### src/rtl/shift_autorange.sv
// Saturating left shifter whose shift amount is chosen per window from
// overflow and headroom statistics, or taken from manual_shift.
module shift_autorange #(
  parameter int DATA_WIDTH = 16,
  parameter int SHIFT_MAX  = 7,
  parameter int SHIFT_INIT = 4,
  parameter int WIN_WIDTH  = 16
) (
  input  logic                                clk,
  input  logic                                rst_n,
  input  logic signed [DATA_WIDTH-1:0]        din,
  input  logic                                din_valid,
  input  logic                                auto_en,
  input  logic [$clog2(SHIFT_MAX+1)-1:0]      manual_shift,
  input  logic [WIN_WIDTH-1:0]                win_len,
  input  logic [WIN_WIDTH-1:0]                ovf_thresh,
  output logic signed [DATA_WIDTH-1:0]        dout,
  output logic                                dout_valid,
  output logic                                ovf,
  output logic [$clog2(SHIFT_MAX+1)-1:0]      shift_value,
  output logic                                update
);

  localparam int SW = $clog2(SHIFT_MAX+1);
  localparam logic [SW-1:0] SMAX  = SW'(SHIFT_MAX);
  localparam logic [SW-1:0] SINIT = SW'(SHIFT_INIT);
  localparam logic [SW-1:0] SONE  = SW'(1);
  localparam logic [WIN_WIDTH-1:0] WONE = WIN_WIDTH'(1);

  typedef enum logic [1:0] {IDLE, ACCUM, UPDATE} state_t;

  state_t state;
  logic [WIN_WIDTH-1:0] sample_cnt;
  logic [WIN_WIDTH-1:0] ovf_cnt;
  logic [WIN_WIDTH-1:0] hr_cnt;

  logic signed [DATA_WIDTH-1:0] sh;
  logic signed [DATA_WIDTH-1:0] sh1;
  logic signed [DATA_WIDTH-1:0] sat;
  logic [SW:0]                  s1;
  logic                         sat_hit;
  logic                         hr;
  logic [SW-1:0]                man_sh;
  logic [WIN_WIDTH-1:0]         win_eff;
  logic [WIN_WIDTH-1:0]         cnt_next;
  logic [WIN_WIDTH-1:0]         ovf_next;
  logic [WIN_WIDTH-1:0]         hr_next;

  // A shift is lossless iff shifting back restores the sample.
  always_comb begin
    sh       = din <<< shift_value;
    s1       = {1'b0, shift_value} + {{SW{1'b0}}, 1'b1};
    sh1      = din <<< s1;
    sat_hit  = (sh >>> shift_value) != din;
    hr       = (sh1 >>> s1) == din;
    sat      = din[DATA_WIDTH-1] ? {1'b1, {(DATA_WIDTH-1){1'b0}}}
                                 : {1'b0, {(DATA_WIDTH-1){1'b1}}};
    man_sh   = (manual_shift > SMAX) ? SMAX : manual_shift;
    win_eff  = (win_len == '0) ? WONE : win_len;
    cnt_next = (&sample_cnt) ? sample_cnt : sample_cnt + WONE;
    ovf_next = ovf_cnt;
    if (sat_hit && !(&ovf_cnt))
      ovf_next = ovf_cnt + WONE;
    hr_next  = hr_cnt;
    if (hr && !(&hr_cnt))
      hr_next = hr_cnt + WONE;
  end

  always_ff @(posedge clk or negedge rst_n) begin
    if (!rst_n) begin
      dout       <= '0;
      dout_valid <= 1'b0;
      ovf        <= 1'b0;
    end else begin
      dout_valid <= din_valid;
      if (din_valid) begin
        dout <= sat_hit ? sat : sh;
        ovf  <= sat_hit;
      end
    end
  end

  always_ff @(posedge clk or negedge rst_n) begin
    if (!rst_n) begin
      state       <= IDLE;
      shift_value <= SINIT;
      update      <= 1'b0;
      sample_cnt  <= '0;
      ovf_cnt     <= '0;
      hr_cnt      <= '0;
    end else begin
      update <= 1'b0;
      unique case (state)
        IDLE: begin
          shift_value <= man_sh;
          sample_cnt  <= '0;
          ovf_cnt     <= '0;
          hr_cnt      <= '0;
          if (auto_en)
            state <= ACCUM;
        end
        ACCUM: begin
          if (!auto_en) begin
            state       <= IDLE;
            shift_value <= man_sh;
            sample_cnt  <= '0;
            ovf_cnt     <= '0;
            hr_cnt      <= '0;
          end else if (din_valid) begin
            sample_cnt <= cnt_next;
            ovf_cnt    <= ovf_next;
            hr_cnt     <= hr_next;
            if (cnt_next >= win_eff) begin
              state  <= UPDATE;
              update <= 1'b1;
            end
          end
        end
        UPDATE: begin
          sample_cnt <= '0;
          ovf_cnt    <= '0;
          hr_cnt     <= '0;
          if (!auto_en) begin
            state       <= IDLE;
            shift_value <= man_sh;
          end else begin
            state <= ACCUM;
            if (ovf_cnt > ovf_thresh) begin
              if (shift_value != '0)
                shift_value <= shift_value - SONE;
            end else if (hr_cnt == win_eff) begin
              if (shift_value != SMAX)
                shift_value <= shift_value + SONE;
            end
          end
        end
        default: state <= IDLE;
      endcase
    end
  end

endmodule
### config.mk
export PLATFORM = sky130hd
export DESIGN_NAME = shift_autorange
export DESIGN_NICKNAME = d
export VERILOG_FILES = /design/src/rtl/shift_autorange.sv
export SDC_FILE = /design/constraint.sdc
export NUM_CORES = 1
export LEC_CHECK = 0
export CAP_MARGIN = 20
export CORE_AREA = 2 2 103 130
export DETAILED_ROUTE_END_ITERATION = 8
export DIE_AREA = 0 0 105 132
export HOLD_SLACK_MARGIN = 0.03
export PLACE_DENSITY_LB_ADDON = 0.25
export SETUP_SLACK_MARGIN = 0.02
export SLEW_MARGIN = 20
export SYNTH_ARGS = -nofsm -noshare
export SYNTH_HDL_FRONTEND = slang
export SYNTH_SLANG_ARGS = --single-unit
### constraint.sdc
create_clock -name clk -period 6 [get_ports clk]
set_clock_uncertainty 0.2 [all_clocks]
set_input_delay 1.2 -clock clk [delete_from_list [all_inputs] [get_ports clk]]
set_output_delay 1.2 -clock clk [all_outputs]
set_load 0.01 [all_outputs]
==> results of run 1 <==
==> synth_stat cells, types with 4 or more instances <==
library cell,number
nand2_1,77
nor2_1,72
dfrtp_1,71
inv_1,51
o21ai_0,46
clkbuf_1,41
nand3_1,41
a21oi_1,40
ha_1,38
xor2_1,26
o31ai_1,23
a22o_1,17
mux2i_1,17
nand4_1,16
o211ai_1,16
xnor2_1,15
nand2b_1,14
and3_1,13
o311ai_0,13
or3_1,12
nor3_1,11
mux2_2,10
nor2b_1,10
nor4_1,10
and2_1,9
a31oi_1,8
mux4_2,6
a21o_1,5
o21a_1,5
or2_2,5
buf_1,4
==> cell families after synthesis <==
family / share of synthesized area [%]
xor+xnor: 5.66
compound gates: 22.0
flops: 28.4
buf+inv: 6.33
fa+ha+maj: 7.81
mux: 6.59
simple gates: 23.2
==> registers in the layout, summed over array words and instances (netlist names) <==
register,count
dout,16
dout_valid,1
hr_cnt,16
ovf,1
ovf_cnt,16
sample_cnt,16
shift_value,3
state,2
update,1
==> worst register-to-register path, stage by stage (launching register included) <==
cell and delay [ps]:
dfrtp_1 350, buf_4 280, clkinv_1 430, ha_1 560, buf_4 290, mux2i_1 160, mux4_2 580, o31ai_1 320
nor3_1 90, nor3b_1 260, nand2_1 340, or3_1 680, o31ai_1 360
==> power breakdown <==
group | total, mW | internal (mW) | switching (mW)
clock network | 0.645 | 0.428 | 0.217
logic | 0.425 | 0.180 | 0.245
registers | 0.522 | 0.508 | 0.0142
total | 1.59 | 1.12 | 0.477
==> routing by layer <==
layer	routed length [µm]	vias up	GRT usage, %	part of all wire (%)
li1	-	2982	-	-
met5	0	-	0	0
met2	9460	224	48.3	51
met1	7520	3021	31.4	41
met4	693	0	13.6	3.7
met3	805	51	3.46	4.4
==> worst min-delay path by stage <==
stage / slack [ps] / from / to / cells past startpoint
final: 330 / dout[10] / dout[10] / 2
after global routing: 350 / ovf / ovf / 1
after CTS: 320 / dout[10] / dout[10] / 2
after detailed placement: 320 / dout[10] / dout[10] / 2
after global placement: 300 / ovf / ovf / 1
after floorplan: 290 / ovf_cnt[11] / ovf_cnt[11] / 1
==> area by class of cell <==
| cell class | instances | area, µm² | share of cell area (%) |
|---|---|---|---|
| multi-input cells | 620 | 4140 | 54.9 |
| flip-flops and latches | 72 | 1800 | 23.9 |
| repair buffers | 87 | 838 | 11.1 |
| clock buffers | 11 | 253 | 3.35 |
| well taps | 168 | 210 | 2.79 |
| inverters | 52 | 195 | 2.59 |
| clock inverters | 5 | 103 | 1.36 |
==> results.ini, run 1 <==
[outcome]
outcome=finished clean

[worst_setup_path]
crit_cells=12
cp.arrival_ps=5030
critPathCapture=hr_cnt[9]
crit_path_start_kind=flip-flop
reg2reg_setup_slack_ps=1010
r2r_start=shift_value[0]
crit_chain=buf_4, clkinv_1, ha_1, buf_4, mux2i_1, mux4_2, o31ai_1, nor3_1, nor3b_1, nand2_1, or3_1, o31ai_1
required_ps=6040
end_kind=flip-flop
critPathBufInv=3
max_stage_delay_ps=680
cpLargestDelayFamily=simple AND/OR/NAND/NOR gates
path_class=reg -> reg
r2r_end=hr_cnt[9]
cp-startpoint=shift_value[0]
worstPathMaxFanout=20
crit_slowest_cell=or3_1
ff2ff_path_depth=12

[clock_tree]
cts_hold_buf=0
cts_buffer_depth=2
clock-root-buffer=clkbuf_16
cts_buffers=9
clkLatencyLatePin_ps=340
clk_pin_slew_worst_paths_ps=60
cts_resized=0
post_cts_buffers=0
cts_tree=yes
h-tree-depth=3
clkSinkCount=72

[die]
num_io_pins=77
fp.coreArea_mm2=0.0125
die_height_um=132
initial_core_util_pct=50.5
rows=46
floorplan.die_area_mm2=0.0139
die_width_um=105

[drt]
vias_per_cell=6.19
num_vias=6278
finalWirelength_um=18500
drc_errors=0
drt-initial-drc-count=593
post_drt_wl_per_cell_um=18.2
ant_nets=0
drt_first_pass_iters=5

[power_and_ir_drop]
power.density_mw_per_mm2=211
vdd_drop_max_uv=151
finalPower_mw=1.59
p_leak_nw=3.32

[sta]
fin_ws_ps=1010
hold_viol_final=0
hold_ws_ps=328
max-slew-margin-rel_pct=30.1
fin_crit_sh_pct=83.2
tightest_slew_ps=1040
max_freq_ghz=0.200
drv_slew=0
finalSetupViolCount=0
layout_min_cycle_time_ps=4990
rsz0062_at_grt=false
finalSetupTns_ps=0

[global_route]
antenna_found_initial=0
grt_usage_pct=27.0
grt_pass1_vias=6359
grt_pass1_wl_um=30800
grt_max_degree=73
overflow=0

[final_layout]
final_util_pct=60.1
instances_no_fill=1015
area_delta_synth_final_pct=18.9
antenna_cells=0
layout_common_cells=nand2_1, clkdlybuf4s50_1, nor2_1, dfrtp_1, inv_1
design_area_mm2=0.00754
fin_nets=936
drive_gt1_share_pct=6.49
num-fill-cells=1177
final_common_cell=nand2_1

[run]
cap_violations=0

[placement]
gp_congestion=0.926
dp.cells=999
port_buffers=76
dp_slack_ps=1010
place_area_mm2=0.00718
hpwl_um=13500

[synthesis]
syn-cell-area_mm2=0.00634
synth.area.top_cells=dfrtp_1, ha_1, nand2_1
synth_top_cell_area_share_pct=28.0
yosysWarnings=0
syn_nets=888
seq_area_frac_synth_pct=28.4
synth_edf_count=0
syn_avg_cell_area_um2=7.99
ys_types=66
synth-main-ff-cell=dfrtp_1
async_flop_share_pct=100
synth_seq_cells=72
yosysTopAreaCell=dfrtp_1
postSynthCellCount=794

[hold_path]
hp-class=reg -> reg

(Power assumes the default switching activity.)
==> run 2, diff against run 1 <==
Clock period 6 ns to 4.5 ns, I/O delays scaled along.
==> run 2 against run 1 <==
First-iteration DRC count is 2.7% lower. Via count hardly changed. Design area is 1.2% higher. Non-clock buffer count is 17 higher. Clock-buffer cell count is 2 lower. Largest cell class unchanged.
==> results.ini, run 2 (synthesis results as in run 1) <==
[clock_tree]
cts_resized=0  ; unchanged
clk_pin_slew_worst_paths_ps=60  ; about the same
cts_tree=yes  ; unchanged
cts_buffers=9  ; unchanged
cts_buffer_depth=2  ; unchanged
h-tree-depth=3  ; unchanged
clkSinkCount=72  ; unchanged
clock-root-buffer=clkbuf_16  ; unchanged
cts_hold_buf=0  ; unchanged
post_cts_buffers=0  ; unchanged
clkLatencyLatePin_ps=330  ; was 340 ps

[placement]
gp_congestion=0.935  ; was 0.926
port_buffers=76  ; unchanged
dp_slack_ps=183  ; was 1010 ps
hpwl_um=13500  ; about the same

[die]
die_width_um=105  ; unchanged
initial_core_util_pct=50.5  ; unchanged
floorplan.die_area_mm2=0.0139  ; unchanged
die_height_um=132  ; unchanged
fp.coreArea_mm2=0.0125  ; unchanged
num_io_pins=77  ; unchanged
rows=46  ; unchanged

[drt]
drt_first_pass_iters=5  ; unchanged
num_vias=6275  ; was 6278
drt-initial-drc-count=577  ; was 593
vias_per_cell=6.08  ; was 6.19
top_layer=met4  ; unchanged
ant_nets=0  ; unchanged
met3WireLength_um=824  ; was 805 µm
routed-wl-met2_um=9400  ; was 9460 µm
drc_errors=0  ; unchanged
post_drt_wl_per_cell_um=17.4  ; was 18.2 µm
wl_met1_um=7130  ; was 7520 µm
finalWirelength_um=17900  ; was 18500 µm

[sta]
hold_viol_final=0  ; unchanged
drv_slew=0  ; unchanged
max_freq_ghz=0.240  ; was 0.200 GHz
fin_ws_ps=328  ; was 1010 ps
finalSetupTns_ps=0  ; unchanged
max-slew-margin-rel_pct=44.5  ; was 30.1%
fin_crit_sh_pct=92.7  ; was 83.2%
tightest_slew_ps=832  ; was 1040 ps
rsz0062_at_grt=false  ; unchanged
finalSetupViolCount=0  ; unchanged
layout_min_cycle_time_ps=4170  ; was 4990 ps

[power_and_ir_drop]
power.density_mw_per_mm2=267  ; was 211 mW/mm²
p_leak_nw=3.39  ; was 3.32 nW
vdd_drop_max_uv=166  ; was 151 µV

[worst_setup_path]
crit_chain=buf_4, ha_1, ha_1, inv_1, mux4_2, nor3_1, nor4_1, a2111oi_0, nand4b_1, or3_1, o31ai_1  ; was buf_4, clkinv_1, ha_1, buf_4, mux2i_1, mux4_2, o31ai_1, nor3_1, nor3b_1, nand2_1, or3_1, o31ai_1
max_stage_delay_ps=630  ; was 680 ps
path_class=reg -> reg  ; unchanged
worstPathMaxFanout=16  ; was 20
end_kind=flip-flop  ; unchanged
crit_slowest_cell=or3_1  ; unchanged
r2r_start=shift_value[0]  ; unchanged
ff2ff_path_depth=11  ; was 12
critical_path.most_common_cell=ha_1
required_ps=4510  ; was 6040 ps
cp-startpoint=shift_value[0]  ; unchanged
cp.arrival_ps=4180  ; was 5030 ps
crit_path_start_kind=flip-flop  ; unchanged

[final_layout]
num-fill-cells=1134  ; was 1177
antenna_cells=0  ; unchanged
final_common_cell=nand2_1  ; unchanged
final_util_pct=60.8  ; was 60.1%
drive_gt1_share_pct=8.33  ; was 6.49%
fin_nets=953  ; was 936
area_delta_synth_final_pct=20.4  ; was 18.9%
layout_common_cells=nand2_1, clkdlybuf4s50_1, nor2_1, dfrtp_1, inv_1  ; unchanged

[global_route]
grt_usage_pct=25.9  ; was 27.0%
grt_max_degree=47  ; was 73
grt_pass1_vias=6241  ; was 6359
antenna_found_initial=0  ; unchanged
overflow=0  ; unchanged
grt_pass1_wl_um=29600  ; was 30800 µm

[hold_path]
hold_depth=1  ; was 2
min_from=ovf  ; was dout[10]
hp-class=reg -> reg  ; unchanged

[run]
cap_violations=0  ; unchanged

[outcome]
outcome=finished clean  ; unchanged

run 2: cell count changes in the layout (fill, tap and decap cells not counted):
cell	change
buf_2	-1
buf_4	+18
clkinvlp_4	-1
inv_6	+2
clkbuf_8	-2
clkinv_2	+2
bufinv_16	-1
run 2: layer usage:
| layer | vias up | track usage [%] |
|---|---|---|
| met2 | 230 | 47.0 |
| li1 | 3018 | - |
| met4 | 0 | 11.2 |
| met5 | - | 0 |
| met3 | 45 | 3.76 |
| met1 | 2982 | 30.0 |
run 2: area by class of cell:
| type | count | area, µm² | share of cell area [%] |
|---|---|---|---|
| multi-input combinational | 620 | 4140 | 54.2 |
| inverter | 52 | 195 | 2.56 |
| timing repair buffer | 104 | 968 | 12.7 |
| sequential | 72 | 1800 | 23.6 |
| clock inverter | 7 | 92.6 | 1.21 |
| tap | 168 | 210 | 2.75 |
| clock buffer | 9 | 225 | 2.95 |
run 2: where the power goes:
part	switching, mW	internal, mW
clock network	0.280	0.486
registers	0.0202	0.677
logic	0.321	0.253
run 2: worst max-delay path: cells and delay by family (launching register included):
family / cells / cell delay, ps
and+or+nand+nor: 4 / 1040
buffers and inverters: 2 / 440
adders and majority gates: 2 / 550
AOI/OAI and AO/OA: 2 / 810
muxes: 1 / 610
DFF: 1 / 410
run 2: through the flow:
stage / cell area [µm²] / hold slack [ps] / total power [mW] / std cells
global placement: 7310 / 297 / 1.27 / 1016
finish: 7630 / 306 / 2.04 / 1032
CTS: 7630 / 310 / 2.05 / 1032
floorplan: 6340 / 292 / 1.05 / 794
global route: 7630 / 338 / 2.14 / 1032
detailed placement: 7310 / 295 / 1.28 / 1016
run 2: path summary, 6_finish.rpt:
check | endpoint | slack [ps]
max in group asynchronous | ovf_cnt[5] | 2920
setup / recovery | hr_cnt[14] | 330
min in group asynchronous | sample_cnt[2] | 360
hold reg to reg | ovf | 310
hold / removal | ovf | 310
setup reg to reg | hr_cnt[14] | 330
==> run 3, diff against run 2 <==
Settings changed: SLEW_MARGIN 20 to 5.
==> run 3 against run 2 <==
Maximum frequency is 0.25% higher. Hold slack worse by 74 ps. Sequential share of layout area is 0.069 points lower. Non-clock buffer count is 2 higher. Largest cell class unchanged.
==> results.ini, run 3 (synthesis results as in run 1) <==
[clock_tree]
clkSinkCount=72  ; unchanged
cts_hold_buf=0  ; unchanged
clk_pin_slew_worst_paths_ps=60  ; about the same
cts_buffers=9  ; unchanged
cts_buffer_depth=2  ; unchanged
cts_resized=0  ; unchanged
clock-root-buffer=clkbuf_16  ; unchanged
cts_tree=yes  ; unchanged
post_cts_buffers=0  ; unchanged
clkLatencyLatePin_ps=340  ; was 330 ps
h-tree-depth=3  ; unchanged

[final_layout]
final_common_cell=nand2_1  ; unchanged
fin_nets=955  ; was 953
drive_gt1_share_pct=8.43  ; was 8.33%
area_delta_synth_final_pct=20.7  ; was 20.4%
final_util_pct=61.0  ; was 60.8%
antenna_cells=0  ; unchanged
layout_common_cells=nand2_1, clkdlybuf4s50_1, nor2_1, dfrtp_1, inv_1  ; unchanged
num-fill-cells=1127  ; was 1134

[die]
initial_core_util_pct=50.5  ; unchanged
floorplan.die_area_mm2=0.0139  ; unchanged
die_width_um=105  ; unchanged
rows=46  ; unchanged
fp.coreArea_mm2=0.0125  ; unchanged
num_io_pins=77  ; unchanged
die_height_um=132  ; unchanged

[drt]
drt-initial-drc-count=490  ; was 577
finalWirelength_um=18100  ; was 17900 µm
num_vias=6301  ; was 6275
drt_first_pass_iters=6  ; was 5
drc_errors=0  ; unchanged
ant_nets=0  ; unchanged
post_drt_wl_per_cell_um=17.5  ; was 17.4 µm
vias_per_cell=6.09  ; was 6.08

[power_and_ir_drop]
p_switching_uw=630  ; was 621 µW
power.density_mw_per_mm2=268  ; was 267 mW/mm²
switching_share_pct=30.7  ; was 30.5%
finalPower_mw=2.05  ; was 2.04 mW
p_leak_nw=3.40  ; was 3.39 nW
clock_power_share_pct=37.7  ; was 37.6%
pwr-share-comb_pct=28.3  ; was 28.2%
p_int_mw=1.42  ; about the same
vdd_drop_max_uv=167  ; was 166 µV
seqPwrFrac_pct=34.0  ; was 34.2%

[outcome]
outcome=finished clean  ; unchanged

[worst_setup_path]
cpLargestDelayFamily=simple AND/OR/NAND/NOR gates  ; unchanged
critical_path.most_common_cell=ha_1  ; unchanged
crit_slowest_cell=or3_1  ; unchanged
end_kind=flip-flop  ; unchanged
path_class=reg -> reg  ; unchanged
required_ps=4520  ; was 4510 ps
worstPathMaxFanout=16  ; unchanged
max_stage_delay_ps=620  ; was 630 ps
crit_path_start_kind=flip-flop  ; unchanged
critPathBufInv=2  ; unchanged
crit_chain=buf_4, ha_1, ha_1, inv_1, mux4_2, nor3_1, nor4_1, a2111oi_0, nand4b_1, or3_1, o31ai_1  ; unchanged
cp.arrival_ps=4180  ; about the same

[global_route]
grt_pass1_vias=6241  ; unchanged
grt_pass1_wl_um=29600  ; unchanged
grt_usage_pct=25.9  ; unchanged
grt_max_degree=47  ; unchanged
overflow=0  ; unchanged
antenna_found_initial=0  ; unchanged

[sta]
finalSetupViolCount=0  ; unchanged
drv_slew=0  ; unchanged
max-slew-margin-rel_pct=46.6  ; was 44.5%
hold_viol_final=0  ; unchanged
hold_ws_ps=232  ; was 306 ps
rsz0062_at_grt=false  ; unchanged
tightest_slew_ps=802  ; was 832 ps
finalSetupTns_ps=0  ; unchanged
layout_min_cycle_time_ps=4160  ; was 4170 ps
fin_crit_sh_pct=92.5  ; was 92.7%
max_freq_ghz=0.240  ; about the same

[run]
cap_violations=0  ; unchanged

[hold_path]
hp-class=in -> async  ; was reg -> reg

[placement]
gp_congestion=0.935  ; unchanged
port_buffers=76  ; unchanged
hpwl_um=13500  ; unchanged

-- run 3: final timing paths --
kind | start | endpoint | slack [ps] | cells after the start
max in group asynchronous | rst_n | ovf_cnt[5] | 2960 | 3
max | shift_value[0] | hr_cnt[14] | 340 | 11
min in group clk | ovf | ovf | 300 | 1
min reg2reg | ovf | ovf | 300 | 1
max reg2reg | shift_value[0] | hr_cnt[14] | 340 | 11
min | rst_n | sample_cnt[2] | 230 | 1
-- run 3: routing by layer --
metal  track usage [%]  vias up  part of all wire [%]
met4              11.2        0                   3.3
li1                  -     3022                     -
met3              3.76       50                   5.1
met2              47.0      251                    52
met5                 0        -                     0
met1              30.0     2978                    39
-- run 3: through the flow --
| step | setup WS, ps | cell area [µm²] | std cells |
|---|---|---|---|
| global placement | 320 | 7310 | 1016 |
| detailed placement | 183 | 7310 | 1016 |
| floorplan | 40.6 | 6340 | 794 |
| global route | 167 | 7660 | 1034 |
| CTS | 387 | 7630 | 1032 |
| finish | 338 | 7660 | 1034 |
-- run 3: power by group through the flow --
stage / registers, mW / logic [mW] / clock network, mW
after floorplan: 0.718 / 0.327 / 0
after global placement: 0.708 / 0.562 / 0
after detailed placement: 0.708 / 0.570 / 0
after CTS: 0.697 / 0.572 / 0.776
after global routing: 0.700 / 0.636 / 0.806
final: 0.697 / 0.579 / 0.772
-- run 3: cell type report --
type | count | area [µm²] | area share [%]
Timing Repair Buffer | 106 | 993 | 13.0
Clock buffer | 9 | 225 | 2.94
Sequential cell | 72 | 1800 | 23.5
Clock inverter | 7 | 92.6 | 1.21
Multi-Input combinational cell | 620 | 4140 | 54.0
Inverter | 52 | 195 | 2.55
Tap cell | 168 | 210 | 2.75
